$ cat config.mk
export PLATFORM = sky130hd
export DESIGN_NAME = cache_fill_ctrl
export DESIGN_NICKNAME = d
export VERILOG_FILES = /design/src/rtl/cache_fill_ctrl.sv
export SDC_FILE = /design/constraint.sdc
export NUM_CORES = 1
export LEC_CHECK = 0
export CORE_MARGIN = 1
export CORE_UTILIZATION = 30
export DETAILED_ROUTE_END_ITERATION = 12
export GPL_TIMING_DRIVEN = 0
export PLACE_DENSITY = 0.49
export SYNTH_ARGS = -nofsm -noshare
export SYNTH_HDL_FRONTEND = slang
export SYNTH_SLANG_ARGS = --single-unit
$ cat constraint.sdc
create_clock -name clk -period 3.09 [get_ports clk]
set_input_delay 0.618 -clock clk [delete_from_list [all_inputs] [get_ports clk]]
set_output_delay 0.618 -clock clk [all_outputs]
set_load 0.05 [all_outputs]
$ cat src/rtl/cache_fill_ctrl.sv
// Miss-handling and replacement controller for a set-associative cache.
// Accepts lookups in IDLE, answers hits in one cycle, and on a miss picks a
// victim (first invalid way, else true-LRU), runs a fill handshake with
// memory and marks the filled line valid through the valid-array write port.
module cache_fill_ctrl #(
    parameter int WAYS       = 4,
    parameter int TOTAL_SIZE = 16,
    localparam int SETS      = TOTAL_SIZE / WAYS,
    localparam int IW        = $clog2(SETS),
    localparam int WW        = $clog2(WAYS)
) (
    input  logic          clk,
    input  logic          rst,
    input  logic          req_valid,
    input  logic [IW-1:0] req_index,
    output logic          req_ready,
    input  logic          hit,
    input  logic [WW-1:0] hit_way,
    input  logic          valid_in [0:WAYS-1],
    output logic          valid_we,
    output logic [WW-1:0] valid_way,
    output logic [IW-1:0] valid_index,
    output logic          mem_req,
    output logic [WW-1:0] mem_way,
    output logic [IW-1:0] mem_index,
    input  logic          mem_ack,
    output logic          resp_valid,
    output logic          resp_hit,
    output logic [WW-1:0] resp_way
);

    localparam logic [1:0] ST_IDLE  = 2'd0;
    localparam logic [1:0] ST_FILL  = 2'd1;
    localparam logic [1:0] ST_WRITE = 2'd2;

    logic [1:0]    state_reg;
    logic [IW-1:0] index_reg;
    logic [WW-1:0] victim_reg;
    logic          resp_valid_reg;
    logic          resp_hit_reg;
    logic [WW-1:0] resp_way_reg;

    // Per-set age table: 0 = MRU, WAYS-1 = LRU; each set holds a permutation.
    logic [WW-1:0] age_reg [SETS][WAYS];

    logic [WAYS-1:0] invalid_mask;
    logic            eff_hit;
    logic            accept;
    logic [WW-1:0]   victim_next;
    logic            touch_en;
    logic [IW-1:0]   touch_set;
    logic [WW-1:0]   touch_way;
    logic [WW-1:0]   touch_age;

    genvar gi;
    generate
        for (gi = 0; gi < WAYS; gi++) begin : g_inv
            assign invalid_mask[gi] = ~valid_in[gi];
        end
    endgenerate

    // A tag match on an invalid way is not a real hit.
    assign eff_hit = hit && valid_in[hit_way];
    assign accept  = (state_reg == ST_IDLE) && req_valid;

    // Victim choice: lowest-numbered invalid way, otherwise the LRU way.
    always_comb begin
        logic [WW-1:0] inv_way;
        logic [WW-1:0] lru_way;
        inv_way = '0;
        lru_way = '0;
        for (int w = WAYS - 1; w >= 0; w--) begin
            if (invalid_mask[w]) inv_way = WW'(w);
        end
        for (int w = 0; w < WAYS; w++) begin
            if (age_reg[req_index][w] == WW'(WAYS - 1)) lru_way = WW'(w);
        end
        victim_next = (|invalid_mask) ? inv_way : lru_way;
    end

    // At most one LRU touch per cycle: an IDLE hit or the WRITE of a fill.
    always_comb begin
        touch_en  = (accept && eff_hit) || (state_reg == ST_WRITE);
        touch_set = (state_reg == ST_WRITE) ? index_reg  : req_index;
        touch_way = (state_reg == ST_WRITE) ? victim_reg : hit_way;
        touch_age = age_reg[touch_set][touch_way];
    end

    // LRU ages: touched way becomes MRU, younger ways age by one.
    always_ff @(posedge clk) begin
        if (rst) begin
            for (int s = 0; s < SETS; s++) begin
                for (int w = 0; w < WAYS; w++) begin
                    age_reg[s][w] <= WW'(w);
                end
            end
        end else if (touch_en) begin
            for (int w = 0; w < WAYS; w++) begin
                if (WW'(w) == touch_way) begin
                    age_reg[touch_set][w] <= '0;
                end else if (age_reg[touch_set][w] < touch_age) begin
                    age_reg[touch_set][w] <= age_reg[touch_set][w] + 1'b1;
                end
            end
        end
    end

    // Control FSM plus the registered response.
    always_ff @(posedge clk) begin
        if (rst) begin
            state_reg      <= ST_IDLE;
            index_reg      <= '0;
            victim_reg     <= '0;
            resp_valid_reg <= 1'b0;
            resp_hit_reg   <= 1'b0;
            resp_way_reg   <= '0;
        end else begin
            resp_valid_reg <= 1'b0;
            case (state_reg)
                ST_IDLE: begin
                    if (req_valid) begin
                        if (eff_hit) begin
                            resp_valid_reg <= 1'b1;
                            resp_hit_reg   <= 1'b1;
                            resp_way_reg   <= hit_way;
                        end else begin
                            index_reg  <= req_index;
                            victim_reg <= victim_next;
                            state_reg  <= ST_FILL;
                        end
                    end
                end
                ST_FILL: begin
                    if (mem_ack) state_reg <= ST_WRITE;
                end
                ST_WRITE: begin
                    state_reg      <= ST_IDLE;
                    resp_valid_reg <= 1'b1;
                    resp_hit_reg   <= 1'b0;
                    resp_way_reg   <= victim_reg;
                end
                default: state_reg <= ST_IDLE;
            endcase
        end
    end

    assign req_ready   = (state_reg == ST_IDLE);
    assign mem_req     = (state_reg == ST_FILL);
    assign mem_way     = victim_reg;
    assign mem_index   = index_reg;
    assign valid_we    = (state_reg == ST_WRITE);
    assign valid_way   = victim_reg;
    assign valid_index = (state_reg == ST_IDLE) ? req_index : index_reg;
    assign resp_valid  = resp_valid_reg;
    assign resp_hit    = resp_hit_reg;
    assign resp_way    = resp_way_reg;

endmodule

-- Word-level counts from Yosys, hierarchy flattened
Memory sizes are Yosys's and may differ from the RTL's.
Cells that the tools add are included.
- $add $sub $neg: 4
- $mul: 0
- div/mod/pow operators: 0
- order comparisons: 6
- equal/unequal tests: 12
- shift operators: 0
- mux-type cells: 75
- bitwise logic cells: 11
- reductions and logical operators: 12
- operators by type and width (cell ; count):
    $mux W1 ; 45
    $mux W2 ; 22
    $reduce_and A3 Y1 ; 3
    $add A2 B1 Y2 const B ; 4
    $eq A2 B2 Y1 const B ; 4
    $lt A2 B2 Y1 ; 4
    $mux W8 ; 1
    $pmux W2 S2 ; 2
    $reduce_or A8 Y1 ; 1
    $ge A3 B3 Y1 const B ; 2
    $not A2 Y3 ; 2
    $not A1 Y1 ; 5
    $bmux W2 S2 ; 1
    $eq A2 B2 Y1 const A ; 2
    $logic_not A2 Y1 ; 2
    $mux W4 ; 1
    $ne A2 B1 Y1 const B ; 2
    $ne A2 B2 Y1 const B ; 2
    $or A1 B1 Y1 ; 4
    $pmux W1 S2 ; 2
    $reduce_or A4 Y1 ; 1
    $logic_and A1 B1 Y1 ; 3
    $bmux W1 S2 ; 1
    $eq A1 B2 Y1 const A ; 1
    other kinds (3) ; 3
- register bits: 10
- latch bits: 0
- RAM bits: 32
- memory bits (read-only): 0
- bits of input ports: 13
- output and inout port bits: 15
- memories: 1
- memories (memory ; depth ; width ; rd ports ; clocked after memory_dff ; wr ports ; RTL line ; RTL):
    age_reg ; 4 ; 8 ; 2 ; 0 ; 4 ; 44 ; logic [WW-1:0] age_reg [SETS][WAYS];

-- Longest topological paths before layout
- depth after elaboration: 15
- depth in mapped cells: 11

-- Least setup slack after synthesis
OpenSTA, ideal clock, no wires.
- kind: flip-flop to flip-flop
- start: reg index_reg[0], in the netlist mem_index[0]
- end: mem age_reg[1][6] in the netlist's numbering, enable pin
- library setup time: 0.358 ns
- arrival time: 2.737 ns
- required time: 2.732 ns
- setup slack: -0.005 ns
- stages on the path, launching flop included: 10
- buffers on the path: 2
- clock period less this slack: 3.095 ns
- cell sequence: dfxtp_1 > and3b_1 > buf_6 > a21o_1 > buf_4 > a2111oi_1 > or4_4 > o221ai_4 > a22oi_4 > o41ai_1
- RTL lines (what ; RTL line ; RTL):
    start: declaration ; 37 ; logic [IW-1:0] index_reg;
    start signal: assignment ; 127 ; index_reg <= req_index;
    end: declaration ; 44 ;

==> results.py <==
metrics = {
    "yosys": {
        "synthCells": 328,
        "synth_edf_count": 32,
        "synthArstFlopShare_pct": 0,
        "syn_nets": 341,
        "synth_ff_type": "edfxtp_1",
        "synth_cell_types": 52,
        "ys_seq_area_share_pct": 39.2,
        "netlist_area_um2": 2960,
        "yosysWarnings": 0,
        "synth-seq-cells": 42,
        "syn_area_per_cell_um2": 9.03,
    },
    "timing": {
        "setup_viol": 2,
        "slew_headroom_pct": 47.1,
        "period_needed_ns": 3.09,
        "whs_ns": 0.501,
        "final.setup.worst_slack_ns": -0.00471,
        "finalCritPeriodShare_pct": 100,
        "drv_slew": 0,
        "fmax_mhz": 323,
        "rsz0062_at_grt": "yes",
        "worst_pin_slew_ns": 0.786,
        "hold_viol": 0,
        "worst_clock_skew_ns": 0.00704,
    },
    "critical_path": {
        "cp.arrival_ns": 3.08,
        "cp-end-kind": "flop",
        "r2r_start": "state_reg[1]",
        "crit_required_ns": 3.07,
        "crit_start": "hit_way[0]",
        "critPathMaxFanout": 10,
        "worstSetupPathType": "primary input to flop",
        "start_kind": "primary input",
    },
    "placement": {
        "io_buffer_count": 25,
        "place_congestion": 0.889,
        "dp_hpwl_um": 7120,
        "place_area_um2": 3370,
        "dp_slack_ns": -1.06,
    },
    "grt": {
        "grt_pass1_vias": 2673,
        "grt_overflow": 0,
        "grt_pass1_wl_um": 15300,
        "antenna_found_initial": 0,
        "grt_max_degree": 13,
        "track_usage_pct": 20.0,
    },
    "routing": {
        "wirelength_um": 9810,
        "ant_nets": 0,
        "route.met2.wl_um": 4660,
        "route.detailed.drc": 0,
        "routed-via-count": 2780,
        "drtIter0Drc": 247,
        "firstDrtPassIters": 5,
        "via_per_inst": 5.59,
        "top_layer": "met4",
        "wl_met1_um": 4430,
        "drt-wirelength-per-cell_um": 19.7,
        "wl_met3_um": 553,
    },
    "power": {
        "p_total_uw": 1450,
        "vdd_ir_drop_max_mv": 0.161,
        "power.leakage_uw": 0.00133,
        "powerDensity_nw_per_um2": 381,
    },
    "cells_and_area": {
        "diodes": 0,
        "postLayoutCoreUtil_pct": 40.5,
        "drive_gt1_share_pct": 22.8,
        "syn_to_final_growth_pct": 28.7,
        "fin_nets": 380,
        "largest_register_ffs": 32,
        "post-route-cell-area_um2": 3810,
        "n_fill_cell": 954,
    },
    "die": {
        "die-height_um": 101,
        "io-pin-count": 28,
        "die_x_um": 101,
        "die_area_um2": 10300,
        "num_rows": 35,
        "initial_core_util_pct": 31.4,
        "coreArea_um2": 9420,
    },
    "clocking": {
        "cts_hold_buf": 0,
        "root_buffer": "clkbuf_8",
        "clk_latency_ns": 0.31,
        "clk_pin_slew_ns": 0.08,
        "cts_tree": "yes",
        "cts_made_buffers": 5,
        "clockBufferDepth": 2,
        "clock-sinks": 42,
        "htreeDepth": 2,
    },
    "run_status": {
        "violations": "setup timing",
        "outcome": "finished, violations left",
    },
    "hold_path": {
        "hold_path.class": "flop to flop",
        "hold_start": "resp_way[0]",
    },
    "flow_run": {
        "maxCapViolations": 0,
    },
}
synthesized netlist by cell type, drive strengths merged (8+ instances only):
cell type | n | area [µm²]
edfxtp | 32 | 961
mux2 | 8 | 90.1
o41ai | 8 | 70.1
nor3 | 11 | 55.1
nand2 | 34 | 128
a21oi | 29 | 149
o21ai | 17 | 96.3
nor2 | 40 | 150
clkbuf | 10 | 37.5
inv | 15 | 58.8
nand3 | 14 | 70.1
dfxtp | 10 | 200
buf | 8 | 63.8
a211oi | 8 | 60.1
mux2i | 17 | 170
final cells by class:
type	count	area, µm²	area share [%]
inverters	16	63.8	1.67
plain buffers	17	115	3.02
clock buffers	8	80.1	2.10
repair buffers	33	327	8.57
flip-flops and latches	42	1160	30.5
multi-input cells	252	1900	49.9
well taps	129	161	4.24
cells by family (layout without fill, tap and decap cells):
family,Yosys count,after routing,synth area share [%]
and+or+nand+nor,123,123,19.6
muxes,27,27,10.3
AOI/OAI and AO/OA,99,99,24.3
DFF,42,42,39.2
buffers and inverters,34,74,5.54
adders and majority gates,3,3,1.10
cell usage in the layout, fill, tap and decap left out, types with 7 or more instances in the layout:
cell type / count
buf_4: 11
dfxtp_1: 8
clkdlybuf4s50_1: 23
edfxtp_1: 32
nor3_1: 8
o211ai_1: 7
mux2i_1: 14
inv_1: 14
o41ai_4: 8
nor2_1: 38
a21oi_1: 27
nand2_1: 33
o21ai_0: 14
mux2_2: 8
nand3_1: 14
report_power, final:
group	switching (µW)	internal [µW]
sequential	14.1	625
clock	199	161
combinational	286	165
critical path, stage by stage:
cell	delay, ns
clkdlybuf4s50_1	0.54
buf_6	0.16
nor2_1	0.08
mux2i_2	0.31
nor2_1	0.09
a22oi_2	0.25
o2111ai_2	0.26
maj3_1	0.46
o21ai_0	0.32
path summary, 6_finish.rpt:
| check | to | slack (ns) | cells after the start |
|---|---|---|---|
| worst max register to register | age_reg[1][6] | 0.09 | 9 |
| worst min register to register | resp_way[0] | 0.50 | 2 |
| worst min-delay path | resp_way[0] | 0.50 | 2 |
| worst max-delay path | age_reg[3][3] | -0.005 | 9 |
per-layer routing:
layer  vias to the layer above  track usage (%)
li1                       1326                -
met1                      1343             27.8
met2                        96             32.2
met3                        15             2.48
met4                         0             6.35
met5                         -                0
repair_timing:
item | CTS | global route
setup endpoints to repair | 66 | 43
buffers inserted | 3 | 5
hold endpoints to repair | 0 | 0
resized for setup | 38 | 22
pin swaps | 1 | 7
per-stage QoR:
stage / std cells / TNS (ns)
floorplan: 328 / 0
global placement: 482 / -55.70
detailed placement: 482 / -55.97
CTS: 492 / 0
global route: 497 / -0.533
finish: 497 / -0.00920
Note: power is estimated with default switching activity, not from simulation.
